<file path="src/rtl/mxrv_defines.sv">
// Shared macro definitions for the mxrv core.
//   PORT_WORD_WIDTH    data/address word width on all core ports
//   INST_NOP           canonical NOP (addi x0, x0, 0)
//   RESET_PC_DEFAULT   default boot PC
//   IFU_BOOT/RUN/DRAIN fetch-unit state encodings
`ifndef MXRV_DEFINES_SV
`define MXRV_DEFINES_SV

`define PORT_WORD_WIDTH  32
`define INST_NOP         32'h0000_0013
`define RESET_PC_DEFAULT 32'h0000_0000

`define IFU_BOOT  2'd0
`define IFU_RUN   2'd1
`define IFU_DRAIN 2'd2

`endif

</file>
<file path="src/rtl/mxrv_ifu_pkg.sv">
// Types shared by the instruction fetch unit and its fetch buffer.
//   ifu_state_e    fetch FSM state
//   fetch_entry_t  one fetch-buffer entry: {pc, inst}
`include "mxrv_defines.sv"

package mxrv_ifu_pkg;

   localparam int unsigned WordW = `PORT_WORD_WIDTH;

   typedef enum logic [1:0] {
      StBoot  = `IFU_BOOT,
      StRun   = `IFU_RUN,
      StDrain = `IFU_DRAIN
   } ifu_state_e;

   typedef struct packed {
      logic [WordW-1:0] pc;
      logic [WordW-1:0] inst;
   } fetch_entry_t;

endpackage

</file>
<file path="src/rtl/mxrv_fetch_fifo.sv">
// Synchronous fetch buffer holding {pc, inst} entries.
// Ports:
//   clk, rst   clock, asynchronous active-high reset
//   flush_i    drop all entries (wins over push/pop)
//   push_i     write wdata_i
//   wdata_i    entry to write
//   pop_i      retire the head entry
//   rdata_o    head entry (valid when !empty_o)
//   empty_o    no entries
//   full_o     Depth entries held
//   count_o    current occupancy
module mxrv_fetch_fifo
   import mxrv_ifu_pkg::*;
#(
   parameter int unsigned Depth = 2
) (
   input  logic                     clk,
   input  logic                     rst,
   input  logic                     flush_i,
   input  logic                     push_i,
   input  fetch_entry_t             wdata_i,
   input  logic                     pop_i,
   output fetch_entry_t             rdata_o,
   output logic                     empty_o,
   output logic                     full_o,
   output logic [$clog2(Depth):0]   count_o
);

   localparam int unsigned AddrW = $clog2(Depth);
   localparam int unsigned CntW  = AddrW + 1;
   localparam logic [AddrW-1:0] PtrOne = AddrW'(1);
   localparam logic [CntW-1:0]  CntOne = CntW'(1);

   fetch_entry_t     mem_q [Depth];
   logic [AddrW-1:0] wr_ptr_q, wr_ptr_d;
   logic [AddrW-1:0] rd_ptr_q, rd_ptr_d;
   logic [CntW-1:0]  count_q, count_d;
   logic             do_push, do_pop;

   assign empty_o = (count_q == '0);
   assign full_o  = (count_q == CntW'(Depth));
   assign count_o = count_q;
   assign rdata_o = mem_q[rd_ptr_q];

   // A pop frees a slot in the same cycle, so push into a full buffer is allowed then.
   assign do_push = push_i && (!full_o || pop_i);
   assign do_pop  = pop_i && !empty_o;

   always_comb begin
      wr_ptr_d = wr_ptr_q;
      rd_ptr_d = rd_ptr_q;
      count_d  = count_q;
      if (flush_i) begin
         wr_ptr_d = '0;
         rd_ptr_d = '0;
         count_d  = '0;
      end else begin
         if (do_push) wr_ptr_d = wr_ptr_q + PtrOne;
         if (do_pop)  rd_ptr_d = rd_ptr_q + PtrOne;
         if (do_push && !do_pop) count_d = count_q + CntOne;
         if (!do_push && do_pop) count_d = count_q - CntOne;
      end
   end

   always_ff @(posedge clk or posedge rst) begin
      if (rst) begin
         wr_ptr_q <= '0;
         rd_ptr_q <= '0;
         count_q  <= '0;
      end else begin
         wr_ptr_q <= wr_ptr_d;
         rd_ptr_q <= rd_ptr_d;
         count_q  <= count_d;
      end
   end

   // Storage needs no reset: occupancy is tracked by count_q.
   always_ff @(posedge clk) begin
      if (do_push && !flush_i) mem_q[wr_ptr_q] <= wdata_i;
   end

endmodule

</file>
<file path="src/rtl/mxrv_ifu.sv">
// Instruction fetch unit. Owns the PC, issues word fetches over a req/gnt/rvalid
// bus, buffers returned words and hands {inst, pc} to decode on valid/ready.
// Redirects flush the buffer; responses to requests issued before a redirect
// are counted in drop_cnt and discarded while the FSM sits in DRAIN.
// Ports:
//   clk, rst                 clock, asynchronous active-high reset
//   imem_req_o/addr_o        fetch request and word-aligned address
//   imem_gnt_i               request accepted
//   imem_rvalid_i/rdata_i    in-order response
//   redirect_i/redirect_pc_i flush and restart fetch at redirect_pc_i
//   inst_valid_o/ready_i     decode handshake
//   inst_data_o/inst_pc_o    instruction word and its PC
`include "mxrv_defines.sv"

module mxrv_ifu
   import mxrv_ifu_pkg::*;
#(
   parameter logic [`PORT_WORD_WIDTH-1:0] RESET_PC   = `RESET_PC_DEFAULT,
   parameter int unsigned                 FIFO_DEPTH = 2
) (
   input  logic                        clk,
   input  logic                        rst,
   output logic                        imem_req_o,
   output logic [`PORT_WORD_WIDTH-1:0] imem_addr_o,
   input  logic                        imem_gnt_i,
   input  logic                        imem_rvalid_i,
   input  logic [`PORT_WORD_WIDTH-1:0] imem_rdata_i,
   input  logic                        redirect_i,
   input  logic [`PORT_WORD_WIDTH-1:0] redirect_pc_i,
   output logic                        inst_valid_o,
   input  logic                        inst_ready_i,
   output logic [`PORT_WORD_WIDTH-1:0] inst_data_o,
   output logic [`PORT_WORD_WIDTH-1:0] inst_pc_o
);

   localparam int unsigned      CntW        = $clog2(FIFO_DEPTH) + 1;
   localparam logic [CntW-1:0]  CntOne      = CntW'(1);
   localparam logic [CntW:0]    CreditLimit = (CntW + 1)'(FIFO_DEPTH);
   localparam logic [WordW-1:0] PcStep      = WordW'(4);

   ifu_state_e       state_q, state_d;
   logic [WordW-1:0] pc_q, pc_d;
   logic [WordW-1:0] last_pc_q, last_pc_d;
   logic [CntW-1:0]  outstanding_q, outstanding_d;
   logic [CntW-1:0]  drop_cnt_q, drop_cnt_d;

   logic [CntW-1:0]  fifo_count;
   logic             fifo_empty, fifo_full, fifo_push, fifo_pop;
   fetch_entry_t     fifo_wdata, fifo_rdata;
   logic [CntW:0]    credit_used;
   logic             gnt_fire, rsp_drop;
   logic [WordW-1:0] rsp_pc;

   // Each request reserves a buffer slot until its word is popped, so a push
   // can never find the buffer full.
   assign credit_used = {1'b0, fifo_count} + {1'b0, outstanding_q};
   assign imem_req_o  = (state_q == StRun) && (credit_used < CreditLimit);
   assign imem_addr_o = pc_q;
   assign gnt_fire    = imem_req_o && imem_gnt_i;

   assign rsp_drop  = (drop_cnt_q != '0) || (state_q == StBoot) || redirect_i;
   assign fifo_push = imem_rvalid_i && !rsp_drop;

   // When nothing is being dropped every outstanding request was issued
   // sequentially since the last redirect, so the oldest one sits this many
   // words behind pc_q.
   assign rsp_pc = pc_q - {{(WordW - CntW - 2){1'b0}}, outstanding_q, 2'b00};

   assign fifo_wdata   = '{pc: rsp_pc, inst: imem_rdata_i};
   assign inst_valid_o = !fifo_empty;
   assign fifo_pop     = inst_valid_o && inst_ready_i;
   assign inst_data_o  = fifo_empty ? `INST_NOP : fifo_rdata.inst;
   assign inst_pc_o    = fifo_empty ? last_pc_q : fifo_rdata.pc;

   mxrv_fetch_fifo #(
      .Depth (FIFO_DEPTH)
   ) u_fetch_fifo (
      .clk     (clk),
      .rst     (rst),
      .flush_i (redirect_i),
      .push_i  (fifo_push),
      .wdata_i (fifo_wdata),
      .pop_i   (fifo_pop),
      .rdata_o (fifo_rdata),
      .empty_o (fifo_empty),
      .full_o  (fifo_full),
      .count_o (fifo_count)
   );

   always_comb begin
      state_d       = state_q;
      pc_d          = pc_q;
      outstanding_d = outstanding_q;
      drop_cnt_d    = drop_cnt_q;
      last_pc_d     = fifo_empty ? last_pc_q : fifo_rdata.pc;

      if (gnt_fire) begin
         pc_d          = pc_q + PcStep;
         outstanding_d = outstanding_d + CntOne;
      end
      if (imem_rvalid_i && (outstanding_q != '0)) outstanding_d = outstanding_d - CntOne;
      if (imem_rvalid_i && (drop_cnt_q != '0))    drop_cnt_d    = drop_cnt_q - CntOne;

      unique case (state_q)
         StBoot:  state_d = StRun;
         StRun:   state_d = StRun;
         StDrain: if (imem_rvalid_i && (drop_cnt_q == CntOne)) state_d = StRun;
         default: state_d = StBoot;
      endcase

      // Redirect sees this cycle's grant and response already accounted for.
      if (redirect_i) begin
         pc_d       = redirect_pc_i & ~WordW'(3);
         drop_cnt_d = outstanding_d;
         state_d    = (outstanding_d != '0) ? StDrain : StRun;
      end
   end

   always_ff @(posedge clk or posedge rst) begin
      if (rst) begin
         state_q       <= StBoot;
         pc_q          <= RESET_PC;
         last_pc_q     <= RESET_PC;
         outstanding_q <= '0;
         drop_cnt_q    <= '0;
      end else begin
         state_q       <= state_d;
         pc_q          <= pc_d;
         last_pc_q     <= last_pc_d;
         outstanding_q <= outstanding_d;
         drop_cnt_q    <= drop_cnt_d;
      end
   end

   a_push_not_full : assert property (@(posedge clk) disable iff (rst)
      fifo_push |-> !fifo_full);

endmodule
</file>
<file path="config.mk">
export PLATFORM = sky130hd
export DESIGN_NAME = mxrv_ifu
export DESIGN_NICKNAME = d
export VERILOG_FILES = /design/src/rtl/mxrv_ifu_pkg.sv /design/src/rtl/mxrv_fetch_fifo.sv /design/src/rtl/mxrv_ifu.sv
export VERILOG_INCLUDE_DIRS = /design/src /design/src/rtl
export SDC_FILE = /design/constraint.sdc
export NUM_CORES = 1
export LEC_CHECK = 0
export CELL_PAD_IN_SITES_DETAIL_PLACEMENT = 2
export CELL_PAD_IN_SITES_GLOBAL_PLACEMENT = 2
export CORE_MARGIN = 4
export CORE_UTILIZATION = 34
export CTS_CLUSTER_SIZE = 16
export DETAILED_ROUTE_END_ITERATION = 7
export PLACE_DENSITY_LB_ADDON = 0.1
export SLEW_MARGIN = 20
export SYNTH_ARGS = -nofsm -noshare
export SYNTH_HDL_FRONTEND = slang
export SYNTH_SLANG_ARGS = --single-unit
</file>
<file path="constraint.sdc">
create_clock -name clk -period 7.2 [get_ports clk]
set_input_delay 1.44 -clock clk [delete_from_list [all_inputs] [get_ports clk]]
set_output_delay 1.44 -clock clk [all_outputs]
set_load 0.05 [all_outputs]
</file>
==> qor.txt <==
status: complete, no violations
Crit. Startpoint: u_fetch_fifo.count_o[1]$_DFFE_PP0P_
routed via count: 6282
register bit count reported by yosys: 196
Max clock buf depth: 2
reg-to-reg slack, setup: 3.55 ns
fin worst setup slack: 2.332 ns
post-route cell area: 11320 um2
Pins Over Slew Limit: 0
routability cong.: 0.7843
most common flop cell mapped by yosys: edfxtp_1
WS Path Type: flip-flop to output pin
CP endpoint kind: output pin
CTS root buffer: clkbuf_16
Clock Skew: 0.01671 ns
Max IR drop VDD: 159.8 uV
total CTS buffers: 17
final setup vio count: 0
DRT Pass-1 Iters: 4
Synth async-reset ratio: 0.3673
Placed Area: 10670 um2
Sink Count: 196
Post-synth EDFFs: 124
antenna violations before repair: 0
Die Wd: 168.5 um
number of diodes: 0
max incr delay on CP: 0.89 ns
Hold Crit Class: flip-flop to flip-flop
IO Pins: 168
LEAKAGE: 3.900 nW
synth-to-layout area growth: 29.20%
Starting Density: 0.3469
Tmin final: 4.868 ns
port bufs: 163
Ys Warns: 0
PostCTS Resize Cnt: 0
Core Region: 25250 um2
Worst Path Arrival: 3.43 ns
mean post-synth cell area: 12.02 um2
final setup TNS: 0 ns
Critical Path, Cell by Cell: nor2_4 -> buf_4 -> nand2_1 -> o21ai_0 -> clkdlybuf4s50_1
vias in the first global route: 7091
final antenna-violating net count: 0
CP Launch Type: flip-flop
fin crit share: 0.6761
first-pass GRT wire length: 40.40 mm
Post-Synthesis Cells: 729
Top delay family on crit path: buffers and inverters
CP max FO: 53
Critical Path RT: 5.76 ns
MaxCap Viol Count: 0
number of nets in the layout: 945
Buf/Inv on CP: 2
# DRC: 0
H-tree depth: 4
gr usage total: 0.1786
worst skew pair latency: 0.45 ns
Chip Height: 168.5 um
Slew HR: 0.3770
Row Count: 58
Post-Syn Area: 8760 um2
Slowest cell on crit path: clkdlybuf4s50_1
hold path start: last_pc_q[21]$_DFF_PP0_
library cells used by synthesis: 46
CTS clk-pin slew, worst paths: 0.07 ns
Fmax achieved: 205.4 MHz
pre-CTS setup slack: 2.725 ns
share of cells above drive strength 1: 0.05114
CTS tree: built
Hold Fails Final Rpt: 0
RR Startpoint: outstanding_q[0]$_DFF_PP0_
WL final: 25.00 mm
Post-CTS Hold Buffers: 0
RSZ-0062 raised after global routing: no
register area share after synthesis: 0.6308
die area: 28400 um2
WL/cell: 20.66 um
total gr overflow: 0
dpl hpwl: 17.12 mm
Via density: 5.192
# Post-CTS Setup Buffers: 0
Worst Tran Pin Value: 0.9259 ns
largest net degree at the start of global routing: 73
PD cells: 346.4 nW/um2
DR iter-0 viols: 318
## synthesized netlist by cell type (17+ instances only)
master	count	area [um2]
nand3_1	20	100.1
dfrtp_1	72	1802
a31oi_1	18	112.6
xnor2_1	29	254.0
nor3_1	17	85.08
inv_1	18	67.56
o21ai_0	45	225.2
mux2i_1	66	660.6
nor2_1	69	259.0
nand2_1	69	259.0
edfxtp_1	124	3724
nand4_1	17	106.4
clkbuf_1	43	161.4
## layout by cell type, fill, tap and decap left out, types with 5 or more instances in the layout
cell type	n
clkinv_8	5
and2_1	5
xor2_1	15
ha_1	6
nand2_1	69
o21ai_0	45
edfxtp_1	124
clkbuf_16	17
buf_4	5
nor3_1	16
nand4_1	17
mux2i_1	66
dfrtp_1	71
o31ai_1	11
or4_1	15
inv_1	17
nand3_1	20
a31oi_1	18
nor2_1	68
xnor2_1	29
nor4_1	12
clkdlybuf4s50_1	163
or3_1	7
## worst register-to-register path: cells and delay by family (launching register included)
family	cells	cell delay [ns]
AOI/OAI and AO/OA	1	0.20
DFF	1	0.47
adders and majority gates	1	0.44
and+or+nand+nor	4	2.47
## metal layers
metal  up-vias  global-route usage  share of wire
met3        19             0.03550          0.041
li1       2927                   -              -
met4         0             0.03670         0.0092
met2       145              0.3110           0.50
met5         -                   0              0
met1      3191              0.2330           0.45
## cell type report
| type | instances | area [um2] |
|---|---|---|
| Clock buffer | 18 | 429.2 |
| Multi-Input combinational cell | 463 | 2977 |
| Fill cell | 2580 | 13940 |
| Tap cell | 330 | 412.9 |
| Clock inverter | 14 | 190.2 |
| Sequential cell | 196 | 5529 |
| Timing Repair Buffer | 170 | 1708 |
| Inverter | 19 | 71.32 |
## final timing paths
kind / end / cells past startpoint
worst max-delay path: inst_pc_o[8] / 5
worst min-delay path: last_pc_q[21]$_DFF_PP0_ / 2
worst max register to register: imem_addr_o[29]$_DFFE_PP0P_ / 6
worst min register to register: last_pc_q[21]$_DFF_PP0_ / 2
max in group asynchronous: u_fetch_fifo.rd_ptr_q$_DFFE_PP0P_ / 3
min in group asynchronous: imem_addr_o[8]$_DFFE_PP0P_ / 3
## flip-flops by register name, indices dropped and copies added (netlist names)
name                   cells
imem_addr_o               30
u_fetch_fifo.wr_ptr_q      1
last_pc_q                 32
u_fetch_fifo.mem_q       124
outstanding_q              2
state_q                    2
u_fetch_fifo.rd_ptr_q      1
drop_cnt_q                 2
u_fetch_fifo.count_o       2
## cell families after synthesis
kind of cell	synth area share
AOI/OAI and AO/OA	0.06328
xor gates and xnor gates	0.04399
adders and majority gates	0.01314
buffers and inverters	0.03185
DFF	0.6308
muxes	0.07670
other	0.0004281
and+or+nand+nor	0.1398
## through the flow
step	power, mW	hold slack (ns)	utilization	std cells
floorplan	2.444	0.5195	-	730
global placement	2.912	0.4655	0.4224	1177
detailed placement	2.975	0.4924	0.4224	1177
CTS	3.971	0.5073	0.4469	1209
global route	4.126	0.5394	0.4481	1210
finish	3.920	0.4990	0.4481	1210
## where the power goes
| group | switching, mW | total, mW | internal [mW] |
|---|---|---|---|
| sequential | 0.117 | 1.49 | 1.38 |
| clock | 0.476 | 0.979 | 0.503 |
| combinational | 0.984 | 1.45 | 0.463 |
Power figures use the tool's default switching activity.
